===== src/rtl/jt12_bus_writer_if.sv =====
// Command and chip-bus bundle for jt12_bus_writer.
//   cmd_valid/cmd_ready : command handshake (accepted when both high)
//   cmd_part            : register bank (0: ports 0/1, 1: ports 2/3)
//   cmd_reg/cmd_data    : register address / value
//   ym_din/ym_addr      : data and address driven to the chip
//   ym_cs_n/ym_wr_n     : active-low chip select / write strobe
//   ym_dout             : chip status, bit 7 = busy
// slave : the writer side; master : the command source / chip model side.
interface jt12_bus_writer_if;
  logic       cmd_valid;
  logic       cmd_ready;
  logic       cmd_part;
  logic [7:0] cmd_reg;
  logic [7:0] cmd_data;
  logic [7:0] ym_din;
  logic [1:0] ym_addr;
  logic       ym_cs_n;
  logic       ym_wr_n;
  logic [7:0] ym_dout;

  modport slave (
    input  cmd_valid, cmd_part, cmd_reg, cmd_data, ym_dout,
    output cmd_ready, ym_din, ym_addr, ym_cs_n, ym_wr_n
  );

  modport master (
    output cmd_valid, cmd_part, cmd_reg, cmd_data, ym_dout,
    input  cmd_ready, ym_din, ym_addr, ym_cs_n, ym_wr_n
  );
endinterface


===== src/rtl/jt12_bus_writer.sv =====
// Queued register writer for a YM2612-style bus.
// Commands are buffered in a small FIFO (push independent of cen). Each one
// is issued as an address strobe, a one-cycle gap, a data strobe, a two-cycle
// guard and a busy-wait with timeout. All sequencing advances on cen=1.
//   clk, rst    : clock, asynchronous active-high reset
//   cen         : clock enable for the sequencer
//   bus         : command handshake and chip bus (slave modport)
//   idle        : FIFO empty and sequencer idle
//   level       : FIFO occupancy
//   err_timeout : sticky busy-timeout flag, cleared by err_clr
module jt12_bus_writer #(
  parameter int unsigned STROBE_LEN = 2,
  parameter int unsigned FIFO_AW    = 2,
  parameter int unsigned TIMEOUT    = 255
) (
  input  logic               clk,
  input  logic               rst,
  input  logic               cen,
  jt12_bus_writer_if.slave   bus,
  output logic               idle,
  output logic [FIFO_AW:0]   level,
  output logic               err_timeout,
  input  logic               err_clr
);

  typedef enum logic [2:0] {IDLE, ADDR_STB, GAP, DATA_STB, GUARD, BUSY_WAIT} state_t;

  localparam int unsigned        DEPTH    = 1 << FIFO_AW;
  localparam logic [FIFO_AW:0]   LVL_FULL = (FIFO_AW+1)'(DEPTH);
  localparam logic [FIFO_AW:0]   LVL_ONE  = (FIFO_AW+1)'(1);
  localparam logic [FIFO_AW-1:0] PTR_ONE  = FIFO_AW'(1);
  localparam logic [7:0]         STB_LAST = 8'(STROBE_LEN - 1);
  localparam logic [7:0]         TO_LAST  = 8'(TIMEOUT - 1);

  // FIFO entry layout: {part, reg, data}
  logic [16:0]        mem_q [DEPTH];
  logic [FIFO_AW-1:0] wr_ptr_q, wr_ptr_d, rd_ptr_q, rd_ptr_d;
  logic [FIFO_AW:0]   level_q, level_d;
  logic [16:0]        head;

  state_t     state_q, state_d;
  logic [7:0] cnt_q, cnt_d;
  logic [8:0] work_q, work_d;     // {part, data} of the command in flight
  logic [7:0] din_q, din_d;
  logic [1:0] addr_q, addr_d;
  logic       strobe_n_q, strobe_n_d;
  logic       err_q, err_d;
  logic       push, pop, done, err_set;

  assign bus.cmd_ready = (level_q != LVL_FULL);
  assign push          = bus.cmd_valid && bus.cmd_ready;
  assign head          = mem_q[rd_ptr_q];

  always_comb begin
    state_d    = state_q;
    cnt_d      = cnt_q;
    work_d     = work_q;
    din_d      = din_q;
    addr_d     = addr_q;
    strobe_n_d = strobe_n_q;
    rd_ptr_d   = rd_ptr_q;
    wr_ptr_d   = wr_ptr_q;
    pop        = 1'b0;
    done       = 1'b0;
    err_set    = 1'b0;

    if (cen) begin
      case (state_q)
        IDLE: done = 1'b1;
        ADDR_STB: begin
          if (cnt_q == STB_LAST) begin
            state_d    = GAP;
            strobe_n_d = 1'b1;
            cnt_d      = '0;
          end else begin
            cnt_d = cnt_q + 8'd1;
          end
        end
        GAP: begin
          state_d    = DATA_STB;
          strobe_n_d = 1'b0;
          addr_d     = {work_q[8], 1'b1};
          din_d      = work_q[7:0];
          cnt_d      = '0;
        end
        DATA_STB: begin
          if (cnt_q == STB_LAST) begin
            state_d    = GUARD;
            strobe_n_d = 1'b1;
            cnt_d      = '0;
          end else begin
            cnt_d = cnt_q + 8'd1;
          end
        end
        GUARD: begin
          if (cnt_q == 8'd1) begin
            state_d = BUSY_WAIT;
            cnt_d   = '0;
          end else begin
            cnt_d = cnt_q + 8'd1;
          end
        end
        BUSY_WAIT: begin
          if (!bus.ym_dout[7]) begin
            done = 1'b1;
          end else if (cnt_q == TO_LAST) begin
            err_set = 1'b1;
            done    = 1'b1;
          end else begin
            cnt_d = cnt_q + 8'd1;
          end
        end
        default: state_d = IDLE;
      endcase
    end

    // Leaving BUSY_WAIT goes straight into the next address strobe when a
    // command is queued, so back-to-back writes lose no cycle in IDLE.
    if (done) begin
      state_d = IDLE;
      pop     = (level_q != '0);
    end

    if (pop) begin
      state_d    = ADDR_STB;
      work_d     = {head[16], head[7:0]};
      addr_d     = {head[16], 1'b0};
      din_d      = head[15:8];
      strobe_n_d = 1'b0;
      cnt_d      = '0;
      rd_ptr_d   = rd_ptr_q + PTR_ONE;
    end

    if (push) wr_ptr_d = wr_ptr_q + PTR_ONE;

    case ({push, pop})
      2'b10:   level_d = level_q + LVL_ONE;
      2'b01:   level_d = level_q - LVL_ONE;
      default: level_d = level_q;
    endcase

    err_d = err_set || (err_q && !err_clr);
  end

  always_ff @(posedge clk or posedge rst) begin
    if (rst) begin
      state_q    <= IDLE;
      cnt_q      <= '0;
      work_q     <= '0;
      din_q      <= '0;
      addr_q     <= '0;
      strobe_n_q <= 1'b1;
      rd_ptr_q   <= '0;
      wr_ptr_q   <= '0;
      level_q    <= '0;
      err_q      <= 1'b0;
    end else begin
      state_q    <= state_d;
      cnt_q      <= cnt_d;
      work_q     <= work_d;
      din_q      <= din_d;
      addr_q     <= addr_d;
      strobe_n_q <= strobe_n_d;
      rd_ptr_q   <= rd_ptr_d;
      wr_ptr_q   <= wr_ptr_d;
      level_q    <= level_d;
      err_q      <= err_d;
    end
  end

  // Storage needs no reset: occupancy is tracked by the pointers and level.
  always_ff @(posedge clk) begin
    if (push) mem_q[wr_ptr_q] <= {bus.cmd_part, bus.cmd_reg, bus.cmd_data};
  end

  // cs_n and wr_n share one flop so they always move together.
  assign bus.ym_cs_n = strobe_n_q;
  assign bus.ym_wr_n = strobe_n_q;
  assign bus.ym_addr = addr_q;
  assign bus.ym_din  = din_q;
  assign level       = level_q;
  assign err_timeout = err_q;
  assign idle        = (level_q == '0) && (state_q == IDLE);

endmodule


===== src/flat_wrapper.sv =====
// flat-port wrapper written by rule: the top's interface ports become plain ports
module jt12_bus_writer_flat 
#(
  parameter int unsigned STROBE_LEN = 2,
  parameter int unsigned FIFO_AW    = 2,
  parameter int unsigned TIMEOUT    = 255
)
  (clk, rst, cen, idle, level, err_timeout, err_clr, bus_cmd_valid, bus_cmd_part, bus_cmd_reg, bus_cmd_data, bus_ym_dout, bus_cmd_ready, bus_ym_din, bus_ym_addr, bus_ym_cs_n, bus_ym_wr_n);
  jt12_bus_writer_if bus_i ();
  input  logic clk;
  input  logic rst;
  input  logic cen;
  output logic idle;
  output logic [FIFO_AW:0] level;
  output logic err_timeout;
  input  logic err_clr;
  input wire logic [$bits(bus_i.cmd_valid)-1:0] bus_cmd_valid;
  input wire logic [$bits(bus_i.cmd_part)-1:0] bus_cmd_part;
  input wire logic [$bits(bus_i.cmd_reg)-1:0] bus_cmd_reg;
  input wire logic [$bits(bus_i.cmd_data)-1:0] bus_cmd_data;
  input wire logic [$bits(bus_i.ym_dout)-1:0] bus_ym_dout;
  output wire logic [$bits(bus_i.cmd_ready)-1:0] bus_cmd_ready;
  output wire logic [$bits(bus_i.ym_din)-1:0] bus_ym_din;
  output wire logic [$bits(bus_i.ym_addr)-1:0] bus_ym_addr;
  output wire logic [$bits(bus_i.ym_cs_n)-1:0] bus_ym_cs_n;
  output wire logic [$bits(bus_i.ym_wr_n)-1:0] bus_ym_wr_n;
  assign bus_i.cmd_valid = bus_cmd_valid;
  assign bus_i.cmd_part = bus_cmd_part;
  assign bus_i.cmd_reg = bus_cmd_reg;
  assign bus_i.cmd_data = bus_cmd_data;
  assign bus_i.ym_dout = bus_ym_dout;
  assign bus_cmd_ready = bus_i.cmd_ready;
  assign bus_ym_din = bus_i.ym_din;
  assign bus_ym_addr = bus_i.ym_addr;
  assign bus_ym_cs_n = bus_i.ym_cs_n;
  assign bus_ym_wr_n = bus_i.ym_wr_n;
  jt12_bus_writer #(.STROBE_LEN(STROBE_LEN), .FIFO_AW(FIFO_AW), .TIMEOUT(TIMEOUT)) u_core (.clk(clk), .rst(rst), .cen(cen), .bus(bus_i), .idle(idle), .level(level), .err_timeout(err_timeout), .err_clr(err_clr));
endmodule

===== config.mk =====
export PLATFORM = sky130hd
export DESIGN_NAME = jt12_bus_writer_flat
export DESIGN_NICKNAME = d
export VERILOG_FILES = /design/src/rtl/jt12_bus_writer_if.sv /design/src/rtl/jt12_bus_writer.sv /design/src/flat_wrapper.sv
export SDC_FILE = /design/constraint.sdc
export NUM_CORES = 1
export LEC_CHECK = 0
export CAP_MARGIN = 20
export CORE_MARGIN = 3
export CORE_UTILIZATION = 56
export DETAILED_ROUTE_END_ITERATION = 8
export PLACE_DENSITY = 0.88
export SLEW_MARGIN = 20
export SYNTH_ARGS = -nofsm -noshare
export SYNTH_HDL_FRONTEND = slang
export SYNTH_SLANG_ARGS = --single-unit

===== constraint.sdc =====
create_clock -name clk -period 2.88 [get_ports clk]
set_input_delay 0.288 -clock clk [delete_from_list [all_inputs] [get_ports clk]]
set_output_delay 0.288 -clock clk [all_outputs]
set_load 0.01 [all_outputs]

; ---- Yosys cells after proc, flatten, opt, wreduce, memory -nomap -nowiden
; Memory sizes are Yosys's and may differ from the RTL's.
; Cells that the tools add are included.
[totals]
out_inout_bits = 18
n_memories = 1
mem_bits_ro = 0
in_bits = 30
latch_bits = 0
register_bits = 39
ramBits = 68
[mem_list]
columns = memory, words, width, read_ports, rd_clocked_by_memory_dff, wr, line
row1 = u_core.mem_q, 4, 17, 1, 0, 1, jt12_bus_writer.sv:36  ; logic [16:0] mem_q [DEPTH];
[op_classes]
n_addsub = 5
mul = 0
n_bitwise = 0
muxes = 34
eq_ne = 17
n_shift = 0
magnitude_cmp = 0
reduce_logical = 21
div = 0
[op_table]
columns = operator, n
row1 = $mux 8, 8
row2 = $pmux 8 s3, 1
row3 = $mux 3, 6
row4 = $pmux 3 s5, 1
row5 = $mux 1, 12
row6 = $ne 4x1->1 const B, 3
row7 = $reduce_bool 3->1, 3
row8 = $add 8x1->8 const B, 1
row9 = $eq 8x1->1 const B, 1
row10 = $eq 8x8->1 const B, 1
row11 = $eq 3x2->1 const B, 2
row12 = $eq 3x3->1 const B, 2
row13 = $logic_not 3->1, 2
row14 = $mux 2, 3
row15 = $ne 3x1->1 const B, 2
row16 = $ne 3x2->1 const B, 2
row17 = $pmux 3 s2, 1
row18 = $reduce_bool 2->1, 3
row19 = $reduce_and 5->1, 1
row20 = $add 2x1->2 const B, 2
row21 = $pmux 1 s2, 2
row22 = $reduce_and 4->1, 1
row23 = $reduce_bool 4->1, 1
row24 = $reduce_or 2->1, 2
row25 = 12 further kinds, 14

; ---- Logic depth before layout (Yosys ltp)
; Gate-level depths: netlist of the first run.
[depth]
ltp_word = 8
depth_mapped = 13

; ---- Worst setup path before layout of the first run
; Ideal clock, no wire load.
[synth_timing]
path_type = flip-flop to flip-flop
from = reg u_core.state_q[1]
to = reg u_core.level_q[2], in the netlist u_core.level[2]
arrival_ps = 2364
period_less_slack_ps = 2443
n_path_buf = 1
setup_slack_ps = 437
path_stages_with_launch = 12
path_cell_list = dfrtp_1 or2b_2 nor4_4 o21ai_2 inv_2 buf_2 ha_1 inv_1 fa_1 xor2_1 nor2_1 xor2_1
[synth_between]
elab_chain_cells = 6
elab_cells_between_ends = 9
[synth_rtl]
columns = element, line
row1 = "start, declared", jt12_bus_writer.sv:41  ; state_t state_q, state_d;
row2 = "start signal, assigned", jt12_bus_writer.sv:158  ; state_q <= state_d;
row3 = $eq 3x3->1 / $logic_not 3->1 (equally long branches), jt12_bus_writer.sv:68  ; case (state_q)
row4 = $pmux 1 s2 *, jt12_bus_writer.sv:68
row5 = $mux 1 *, jt12_bus_writer.sv:67  ; if (cen) begin
row6 = $mux 1 *, jt12_bus_writer.sv:119  ; if (done) begin
row7 = $eq 2x1->1 / $eq 2x2->1 (equally long branches), jt12_bus_writer.sv:136  ; case ({push, pop})
row8 = $pmux 3 s2 / $reduce_bool 2->1 (equally long branches), --
row9 = "end signal, assigned", jt12_bus_writer.sv:166  ; level_q <= level_d;
row10 = "end, declared", jt12_bus_writer.sv:38  ; logic [FIFO_AW:0] level_q, level_d;
; Every way passes the cells marked *; elsewhere a longest branch is shown, timed or not.
; A chain may end at the register's enable or synchronous reset.

; ---- Worst setup path after layout of the first run
[layout_timing]
from = reg u_core.cnt_q[2]
to = reg u_core.level_q[2], in the netlist u_core.level[2]
[layout_between]
elab_chain_cells = 8
elab_cells_between_ends = 10
[layout_rtl]
columns = element, line
row1 = "start, declared", jt12_bus_writer.sv:42  ; logic [7:0] cnt_q, cnt_d;
row2 = "start signal, assigned", jt12_bus_writer.sv:159  ; cnt_q <= cnt_d;
row3 = $eq 8x8->1 *, jt12_bus_writer.sv:106  ; end else if (cnt_q == TO_LAST) begin
row4 = $mux 1 *, jt12_bus_writer.sv:106
row5 = $mux 1 *, jt12_bus_writer.sv:104  ; if (!bus.ym_dout[7]) begin
row6 = $pmux 1 s2 *, jt12_bus_writer.sv:68
row7 = $mux 1 *, jt12_bus_writer.sv:67
row8 = $mux 1 *, jt12_bus_writer.sv:119
row9 = $eq 2x1->1 / $eq 2x2->1 (equally long branches), jt12_bus_writer.sv:136
row10 = $pmux 3 s2 / $reduce_bool 2->1 (equally long branches), --
; Marked as above.

==> impl_metrics.yaml, run 1 <==
setup_path:
  crit_fanout: 7
  critPathMaxStageDelay_ns: 0.47
  crit_chain: "nand4_1, nor4_4, o21ai_2, inv_2, ha_1, inv_1, fa_1, xor2_1, nor2_1, xor2_1"
  end_kind: "flip-flop"
  critPathSlowestCell: "dfrtp_1"
  critPathLaunchType: "flip-flop"
  timing.critical_path.mode_cell: "xor2_1"
  worstPathRequired_ns: 3.19
  cp.arrival_ns: 2.72
  critPathKind: "flip-flop to flip-flop"
  rr_worst_depth: 10
floorplanning:
  core_um2: 7810
  dieArea_um2: 9280
  die_y_um: 96.4
  die_w_um: 96.4
  num_rows: 32
  start_util_pct: 58.6
  io_pins: 48
placement:
  place_hpwl_um: 5450
  placed_cell_area_um2: 5090
  dp_cells: 444
  io_buffers: 40
  globalplace.congestion: 0.880
synthesis:
  yosysUniqueCellTypes: 55
  netlist_area_um2: 4570
  synth_area_per_cell_um2: 14.9
  synth_ff_type: "edfxtp_1"
  yosysSeqAreaShare_pct: 66.0
  synth-seq-cells: 107
  yosysWarnings: 0
  synth-edff-count: 68
  syn_inst: 306
  async_flop_share_pct: 36.4
  synth_nets: 345
timing:
  rsz0062_at_grt: "false"
  hold_viol: 0
  setup_tns_ns: 0
  fin_crit_sh_pct: 83.8
  setup_violations: 0
  tightest_slew_ns: 0.842
  fmax_ghz: 0.414
  skew_ns: 0.00975
  period_needed_ns: 2.41
  maxSlewHeadroom_pct: 43.8
  drv_slew: 0
pwr:
  p_int_mw: 2.68
  p_clk_share_pct: 22.6
  cellPowerDensity_nw_per_um2: 716
  p_sw_share_pct: 29.2
  max-vdd-ir-drop_uv: 400
  p_comb_share_pct: 20.5
  switching_power_mw: 1.10
  power_frac_seq_pct: 56.9
  p_leak_nw: 2.02
  power_mw: 3.78
clock_network:
  clkSinkCount: 107
  cts_max_level: 3
  cts_tree: "done"
  cts_buffer_depth: 2
  clk_pin_slew_ns: 0.10
  postCtsHoldBufs: 0
  post_cts_buffers: 0
  root_buffer: "clkbuf_8"
  clk_latency_ns: 0.37
  cts_buffers: 9
  cts_resized: 0
outcome:
  status: "finished clean"
grt:
  grt_pass1_wl_um: 13600
  top_usage_layer: "met2"
  grt_start_max_net_pins: 40
  grt_usage_pct: 20.1
  met1_usage_pct: 23.7
  grt_pass1_vias: 2787
  use_met2_pct: 35.5
  met3_usage_pct: 5.71
  antenna_found_initial: 0
  grt_overflow_total: 0
cells_and_area:
  postLayoutCellArea_um2: 5280
  finalNetCount: 392
  fillers: 554
  drive_gt1_share_pct: 16.2
  area_growth_pct: 15.4
  layoutNonFillerInstCount: 460
  antennaDiodeCount: 0
  final_core_util_pct: 67.6
detailed_routing:
  vias: 2675
  post_drt_wl_per_cell_um: 17.9
  drt-pass1-iter-count: 4
  drtIter0Drc: 181
  antenna_left: 0
  drc: 0
  wl_um: 8240
  via_per_inst: 5.82
min_path:
  hp-class: "input port to async pin"
flow_run:
  cap_violations: 0
## worst paths after layout
kind                       slack [ns]                             end                         start
min in group clk                 0.48    u_core.err_timeout$_DFF_PP0_                       err_clr
hold reg to reg                  0.48    u_core.work_q[4]$_DFFE_PP0N_  u_core.work_q[4]$_DFFE_PP0N_
setup / recovery                 0.47     u_core.level[2]$_DFFE_PP0P_   u_core.cnt_q[2]$_DFFE_PP0P_
max in group asynchronous        2.18  u_core.bus.ym_cs_n$_DFFE_PP1P_                           rst
setup reg to reg                 0.47     u_core.level[2]$_DFFE_PP0P_   u_core.cnt_q[2]$_DFFE_PP0P_
hold / removal                   0.33  u_core.wr_ptr_q[0]$_DFFE_PP0P_                           rst
## cell type report
cell class                 count  area (µm²)  share of cell area, %
sequential                   107        3020                   57.2
timing repair buffer          51         483                   9.15
multi-input combinational    164        1390                   26.3
inverter                      20        75.1                   1.42
tap                          102         128                   2.42
clock buffer                  10         128                   2.42
clock inverter                 6        58.8                   1.11
## registers in the layout (all words and copies together) (netlist names)
signal / count
u_core.rd_ptr_q: 2
u_core.state_q: 3
u_core.bus.ym_addr: 2
u_core.cnt_q: 8
u_core.bus.ym_din: 8
u_core.work_q: 9
u_core.bus.ym_cs_n: 1
u_core.mem_q: 68
u_core.wr_ptr_q: 2
u_core.err_timeout: 1
u_core.level: 3
## cells by family after synthesis
kind of cell / Yosys count / synth area share, %
flops: 107 / 66.0
simple gates: 85 / 9.85
compound gates: 45 / 7.85
buf+inv: 35 / 3.64
mux: 19 / 8.84
fa+ha+maj: 9 / 2.63
xor+xnor: 6 / 1.15
## critical path: cells and delay by family, from the launching register on
| family | cells | cell delay (ns) |
|---|---|---|
| fa+ha+maj | 2 | 0.53 |
| simple gates | 3 | 0.79 |
| flops | 1 | 0.47 |
| compound gates | 1 | 0.13 |
| buf+inv | 2 | 0.13 |
| xor+xnor | 2 | 0.30 |
## metal layers
layer,share of wire [%],vias up
met5,0,-
met4,2.3,0
met3,5.7,20
met2,52,81
met1,40,1341
li1,-,1233
## cells in the mapped netlist, types with 3 or more instances
| cell type | n | share of area, % |
|---|---|---|
| nor2_1 | 11 | 0.90 |
| and3_1 | 6 | 0.82 |
| buf_4 | 3 | 0.49 |
| nand4_1 | 3 | 0.41 |
| nor3_1 | 3 | 0.33 |
| edfxtp_1 | 68 | 45 |
| clkbuf_1 | 3 | 0.25 |
| a31o_1 | 4 | 0.77 |
| o221a_1 | 4 | 0.99 |
| ha_1 | 8 | 2.2 |
| buf_2 | 7 | 0.77 |
| nand2b_1 | 5 | 0.68 |
| dfrtp_1 | 38 | 21 |
| xnor2_1 | 4 | 0.77 |
| nand3_1 | 7 | 0.77 |
| nand2_1 | 35 | 2.9 |
| a22o_1 | 4 | 0.77 |
| mux4_2 | 17 | 8.4 |
| a22oi_1 | 5 | 0.82 |
| o21ai_0 | 10 | 1.1 |
| inv_1 | 19 | 1.6 |
## power groups by stage
stage | Combinational (mW) | Clock [mW] | Sequential, mW
after CTS | 0.794 | 0.872 | 2.15
after global routing | 0.861 | 0.936 | 2.18
after detailed placement | 0.794 | 0 | 2.18
after floorplan | 0.444 | 0 | 2.15
after global placement | 0.749 | 0 | 2.16
final | 0.776 | 0.853 | 2.15
## metrics by stage
stage | hold WS (ns) | setup WS, ns
after floorplan | 0.384 | 0.437
after detailed placement | 0.461 | 0.440
final | 0.331 | 0.467
after global placement | 0.450 | 0.472
after CTS | 0.348 | 0.474
after global routing | 0.370 | 0.327
## layout by cell type (no fill, tap or decap), types with 2 or more instances in the layout
| cell type | netlist | layout |
|---|---|---|
| a22o_1 | 4 | 4 |
| nand2b_1 | 5 | 5 |
| mux4_2 | 17 | 17 |
| edfxtp_1 | 68 | 68 |
| xnor2_1 | 4 | 4 |
| a311o_1 | 2 | 2 |
| and3_1 | 6 | 6 |
| or3_1 | 2 | 2 |
| o21ai_2 | 2 | 2 |
| nor2_1 | 11 | 11 |
| nand2_1 | 35 | 35 |
| o221a_1 | 4 | 4 |
| inv_6 | 0 | 2 |
| a22oi_1 | 5 | 5 |
| nand3_1 | 7 | 7 |
| nand4_1 | 3 | 3 |
| clkdlybuf4s50_1 | 0 | 40 |
| xor2_1 | 2 | 2 |
| o21a_1 | 2 | 2 |
| inv_1 | 19 | 19 |
| a31o_1 | 4 | 4 |
| clkbuf_8 | 0 | 9 |
| dfrtp_1 | 38 | 38 |
| a21o_1 | 2 | 2 |
| ha_1 | 8 | 8 |
| buf_4 | 3 | 11 |
| nor3_1 | 3 | 3 |
| o22ai_1 | 2 | 2 |
| o21ai_0 | 10 | 10 |
Note: power is estimated with default switching activity, not from simulation.
==> inputs of run 2 (changes only) <==
- clock period: 2.88 -> 2.3 ns (I/O delays scaled with it)
==> run 2 against run 1 <==
- combinational power grew 44%
- global-route usage grew 0.47 points
- sequential share of layout area shrank 1.6 points
- via count grew 2.4%
- cell area grew 2.9%
- first-iteration DRC count shrank 49%
- flip-flop and latch count is the same
- total power grew 29%
- fmax grew 11%
- die area is the same
- utilization grew 2.0 points
- final cell count grew 3.0%
- largest power group unchanged
==> impl_metrics.yaml, run 2 (synthesis gave the netlist of run 1 again) <==
outcome:
  status: "finished clean"
floorplanning:
  dieArea_um2: 9280
  io_pins: 48
  die_w_um: 96.4
  start_util_pct: 58.6
  core_um2: 7810
  die_y_um: 96.4
  num_rows: 32
detailed_routing:
  wl_um: 8690
  vias: 2738
  drc: 0
  post_drt_wl_per_cell_um: 18.3
  drt-pass1-iter-count: 4
  via_per_inst: 5.78
  antenna_left: 0
  drtIter0Drc: 92
timing:
  period_needed_ns: 2.18
  skew_ns: 0.0115
  tightest_slew_ns: 0.526
  setup_violations: 0
  fmax_ghz: 0.459
  hold_viol: 0
  maxSlewHeadroom_pct: 64.9
  fin_crit_sh_pct: 94.6
  setup_slack_ns: 0.124
  rsz0062_at_grt: "false"
  drv_slew: 0
grt:
  antenna_found_initial: 0
  grt_start_max_net_pins: 40
  grt_usage_pct: 20.6
  grt_pass1_vias: 2897
  grt_overflow_total: 0
  grt_pass1_wl_um: 13900
min_path:
  hp-class: "input port to async pin"
clock_network:
  clk_pin_slew_ns: 0.11
  postCtsHoldBufs: 0
  cts_max_level: 3
  cts_tree: "done"
  cts_buffer_depth: 2
  cts_buffers: 9
  clk_latency_ns: 0.37
  clkSinkCount: 107
  root_buffer: "clkbuf_8"
cells_and_area:
  antennaDiodeCount: 0
  fillers: 527
  largest_reg_flops: 68
  top_regs: "u_core.mem_q: 68 flops, u_core.work_q: 9 flops"
  layout_common_cells: "edfxtp_1 (68), clkdlybuf4s50_1 (40), dfrtp_1 (38), nand2_1 (35), buf_4 (24)"
  final_core_util_pct: 69.6
  final_common_cell: "edfxtp_1"
  area_growth_pct: 18.8
  drive_gt1_share_pct: 20.4
  finalNetCount: 406
  regMostFlops: "u_core.mem_q"
pwr:
  max-vdd-ir-drop_uv: 675
  p_leak_nw: 2.09
  cellPowerDensity_nw_per_um2: 897
setup_path:
  regToRegSetupSlack_ns: 0.12
  worstPathRequired_ns: 2.55
  critPathKind: "flip-flop to flip-flop"
  crit_fanout: 9
  critPathLaunchType: "flip-flop"
  end_kind: "flip-flop"
  cp.arrival_ns: 2.43
placement:
  globalplace.congestion: 0.870
  place_hpwl_um: 5840
  io_buffers: 40
  place_ws_ns: -0.0153
flow_run:
  cap_violations: 0
-- run 2: repair_timing --
| item | CTS | global route |
|---|---|---|
| buffers inserted | 0 | 2 |
| resized for setup | 0 | 1 |
| endpoints found under the setup margin | 0 | 1 |
-- run 2: routing by layer --
| metal | routed length [µm] | GRT usage (%) |
|---|---|---|
| met1 | 3530 | 23.8 |
| met2 | 4650 | 37.0 |
| met3 | 375 | 5.94 |
| met4 | 131 | 6.19 |
| met5 | 0 | 0 |
-- run 2: layout make-up --
type | count | area, µm² | area share (%)
Multi-Input combinational cell | 164 | 1420 | 26.1
Timing Repair Buffer | 65 | 601 | 11.1
Clock buffer | 10 | 128 | 2.35
Inverter | 20 | 75.1 | 1.38
Clock inverter | 6 | 65.1 | 1.20
Sequential cell | 107 | 3020 | 55.6
Tap cell | 102 | 128 | 2.35
-- run 2: power breakdown --
| part | internal (mW) | switching (mW) | total [mW] |
|---|---|---|---|
| logic | 0.547 | 0.578 | 1.12 |
| clock network | 0.431 | 0.675 | 1.11 |
| registers | 2.46 | 0.183 | 2.64 |
| total | 3.44 | 1.44 | 4.87 |
-- run 2: worst paths after layout --
check,start,endpoint,depth (start not counted)
setup / recovery,u_core.state_q[2]$_DFFE_PP0P_,u_core.bus.ym_din[6]$_DFFE_PP0P_,8
hold / removal,rst,u_core.wr_ptr_q[0]$_DFFE_PP0P_,3
setup reg to reg,u_core.state_q[2]$_DFFE_PP0P_,u_core.bus.ym_din[6]$_DFFE_PP0P_,8
hold reg to reg,u_core.work_q[5]$_DFFE_PP0N_,u_core.work_q[5]$_DFFE_PP0N_,2
max in group asynchronous,rst,u_core.bus.ym_din[6]$_DFFE_PP0P_,3
min in group clk,err_clr,u_core.err_timeout$_DFF_PP0_,2
-- run 2: per-stage QoR --
stage          power [mW]  instances  hold slack [ns]  setup TNS [ns]  instance area, µm²
4_1_cts              4.91        472            0.282               0                5410
6_report             4.87        474            0.268               0                5430
5_1_grt              5.13        474            0.323               0                5430
3_3_place_gp         3.72        456            0.453               0                5220
3_5_place_dp         3.81        456            0.460         -0.0298                5220
2_1_floorplan        3.27        306            0.326         -0.0274                4610
-- run 2: critical path, stage by stage (launching register included) --
cell and delay [ns]:
dfrtp_1 0.41, buf_4 0.17, and3b_1 0.18, o211a_1 0.23, o21ai_2 0.18, inv_2 0.08
buf_4 0.16, or2_1 0.35, o221a_1 0.30
==> inputs of run 3 (changes only) <==
- CORE_MARGIN: 3 -> 2
==> run 3 against run 2 <==
- via count increased by 1.7%
- non-clock buffer count decreased by 1
- sequential power about the same
- worst setup slack got worse by 0.034 ns
- largest power group unchanged
- final cell count decreased by 0.21%
- utilization about the same
- fmax decreased by 1.5%
- die area decreased by 4.1%
==> impl_metrics.yaml, run 3 (synthesis gave the netlist of run 1 again) <==
cells_and_area:
  drive_gt1_share_pct: 20.2
  top_regs: "u_core.mem_q: 68 flops, u_core.work_q: 9 flops"
  fillers: 518
  multi_input_area_um2: 1440
  final_common_cell: "edfxtp_1"
  largest_reg_flops: 68
  regMostFlops: "u_core.mem_q"
  postLayoutCellArea_um2: 5430
  ff_latch_area_um2: 3020
  final_core_util_pct: 69.6
  antennaDiodeCount: 0
  area_growth_pct: 18.9
  finalNetCount: 405
  layout_common_cells: "edfxtp_1 (68), clkdlybuf4s50_1 (40), dfrtp_1 (38), nand2_1 (35), buf_4 (23)"
floorplanning:
  die_y_um: 94.4
  dieArea_um2: 8900
  io_pins: 48
  num_rows: 32
  die_w_um: 94.4
  core_um2: 7810
  start_util_pct: 58.6
clock_network:
  post_cts_buffers: 0
  root_buffer: "clkbuf_8"
  cts_buffer_depth: 2
  clk_pin_slew_ns: 0.10
  cts_tree: "done"
  clkSinkCount: 107
  cts_buffers: 9
  clk_latency_ns: 0.38
  cts_max_level: 3
outcome:
  status: "finished clean"
pwr:
  p_int_mw: 3.42
  cellPowerDensity_nw_per_um2: 892
  p_comb_share_pct: 23.1
  power_frac_seq_pct: 54.7
  p_clk_share_pct: 22.2
  p_leak_nw: 2.10
  p_sw_share_pct: 29.5
  switching_power_mw: 1.43
  max-vdd-ir-drop_uv: 564
timing:
  setup_violations: 0
  tightest_slew_ns: 0.510
  setup_tns_ns: 0
  skew_ns: 0.0104
  hold-worst-slack_ns: 0.266
  maxSlewHeadroom_pct: 66.0
  drv_slew: 0
  period_needed_ns: 2.21
  fin_crit_sh_pct: 96.1
  hold_viol: 0
  fmax_ghz: 0.452
grt:
  antenna_found_initial: 0
  grt_pass1_vias: 2843
  grt_overflow_total: 0
  grt_start_max_net_pins: 40
  grt_pass1_wl_um: 14000
  grt_usage_pct: 21.3
min_path:
  hp-class: "input port to async pin"
setup_path:
  cp.arrival_ns: 2.48
  critPathMaxStageDelay_ns: 0.51
  rr_worst_depth: 8
  r2r-start: "u_core.cnt_q[1]$_DFFE_PP0P_"
  critPathLaunchType: "flip-flop"
  critical_path_buf_inv_count: 2
  cp_top_family: "simple AND/OR/NAND/NOR gates"
  worstPathRequired_ns: 2.57
  critPathSlowestCell: "or4b_4"
  timing.rr.end: "u_core.cnt_q[5]$_DFFE_PP0P_"
  crit_fanout: 6
  critPathKind: "flip-flop to flip-flop"
  crit_chain: "buf_4, inv_1, ha_1, or4b_4, nor3_4, o22ai_4, a31o_1, a22o_1"
  regToRegSetupSlack_ns: 0.09
  end_kind: "flip-flop"
placement:
  place_hpwl_um: 5810
  io_buffers: 40
  placed_cell_area_um2: 5230
  globalplace.congestion: 0.867
detailed_routing:
  drt-pass1-iter-count: 4
  drc: 0
  post_drt_wl_per_cell_um: 18.5
  wl_um: 8730
  antenna_left: 0
  route.met3.wl_um: 638
  via_per_inst: 5.89
  top_layer: "met4"
  vias: 2784
  drtIter0Drc: 147
  dr_wl_met2_um: 4640
  m1WireLength_um: 3340
flow_run:
  cap_violations: 0
==> run 3: cell types whose count changed in the layout (fill, tap and decap cells not counted), sizes merged <==
cell and change:
buf -1, clkinvlp +1, inv -1
==> run 3: worst reg2reg max path, stage by stage, from the launching register on <==
cell and delay [ns]:
dfrtp_1 0.44, buf_4 0.17, inv_1 0.05, ha_1 0.12, or4b_4 0.51, nor3_4 0.25
o22ai_4 0.13, a31o_1 0.23, a22o_1 0.22
==> run 3: timing repair <==
item / CTS / global route
endpoints found under the setup margin: 0 / 4
hold buffers: 0 / 0
resized for setup: 0 / 4
==> run 3: area by class of cell <==
type                    count  share of cell area, %
clock buffers              10                   2.35
inverters                  20                   1.38
flip-flops and latches    107                   55.6
repair buffers             64                   10.9
multi-input cells         164                   26.4
well taps                 102                   2.35
clock inverters             6                   1.04
==> run 3: how the worst max path moves through the flow <==
stage          slack [ns]                   startpoint  depth (start not counted)                                end
2_1_floorplan       -0.03  u_core.cnt_q[0]$_DFFE_PP0P_                         13        u_core.level[2]$_DFFE_PP0P_
3_3_place_gp         0.02               bus_ym_dout[7]                          8  u_core.bus.ym_addr[1]$_DFFE_PP0P_
3_5_place_dp        -0.03                          cen                         11        u_core.level[2]$_DFFE_PP0P_
4_1_cts              0.08  u_core.cnt_q[0]$_DFFE_PP0P_                         12        u_core.level[2]$_DFFE_PP0P_
5_1_grt             -0.01  u_core.cnt_q[1]$_DFFE_PP0P_                          8        u_core.cnt_q[0]$_DFFE_PP0P_
6_report             0.09  u_core.cnt_q[1]$_DFFE_PP0P_                          8        u_core.cnt_q[5]$_DFFE_PP0P_
==> run 3: per-layer routing <==
metal,vias up,global-route usage [%]
met1,1397,26.8
met3,14,5.35
li1,1265,-
met2,108,37.0
met5,-,0
met4,0,5.92
==> run 3: power by group through the flow <==
| stage | logic, mW | clock network [mW] | registers, mW |
|---|---|---|---|
| floorplan | 0.571 | 0 | 2.70 |
| global placement | 1.05 | 0 | 2.67 |
| detailed placement | 1.12 | 0 | 2.69 |
| CTS | 1.12 | 1.10 | 2.65 |
| global route | 1.22 | 1.19 | 2.69 |
| finish | 1.12 | 1.08 | 2.65 |
==> run 3: stage by stage <==
| stage | power (mW) | setup slack [ns] | instances |
|---|---|---|---|
| finish | 4.85 | 0.0896 | 473 |
| global route | 5.10 | -0.00960 | 473 |
| CTS | 4.87 | 0.0767 | 473 |
| detailed placement | 3.81 | -0.0319 | 457 |
| global placement | 3.72 | 0.0167 | 457 |
| floorplan | 3.27 | -0.0274 | 306 |
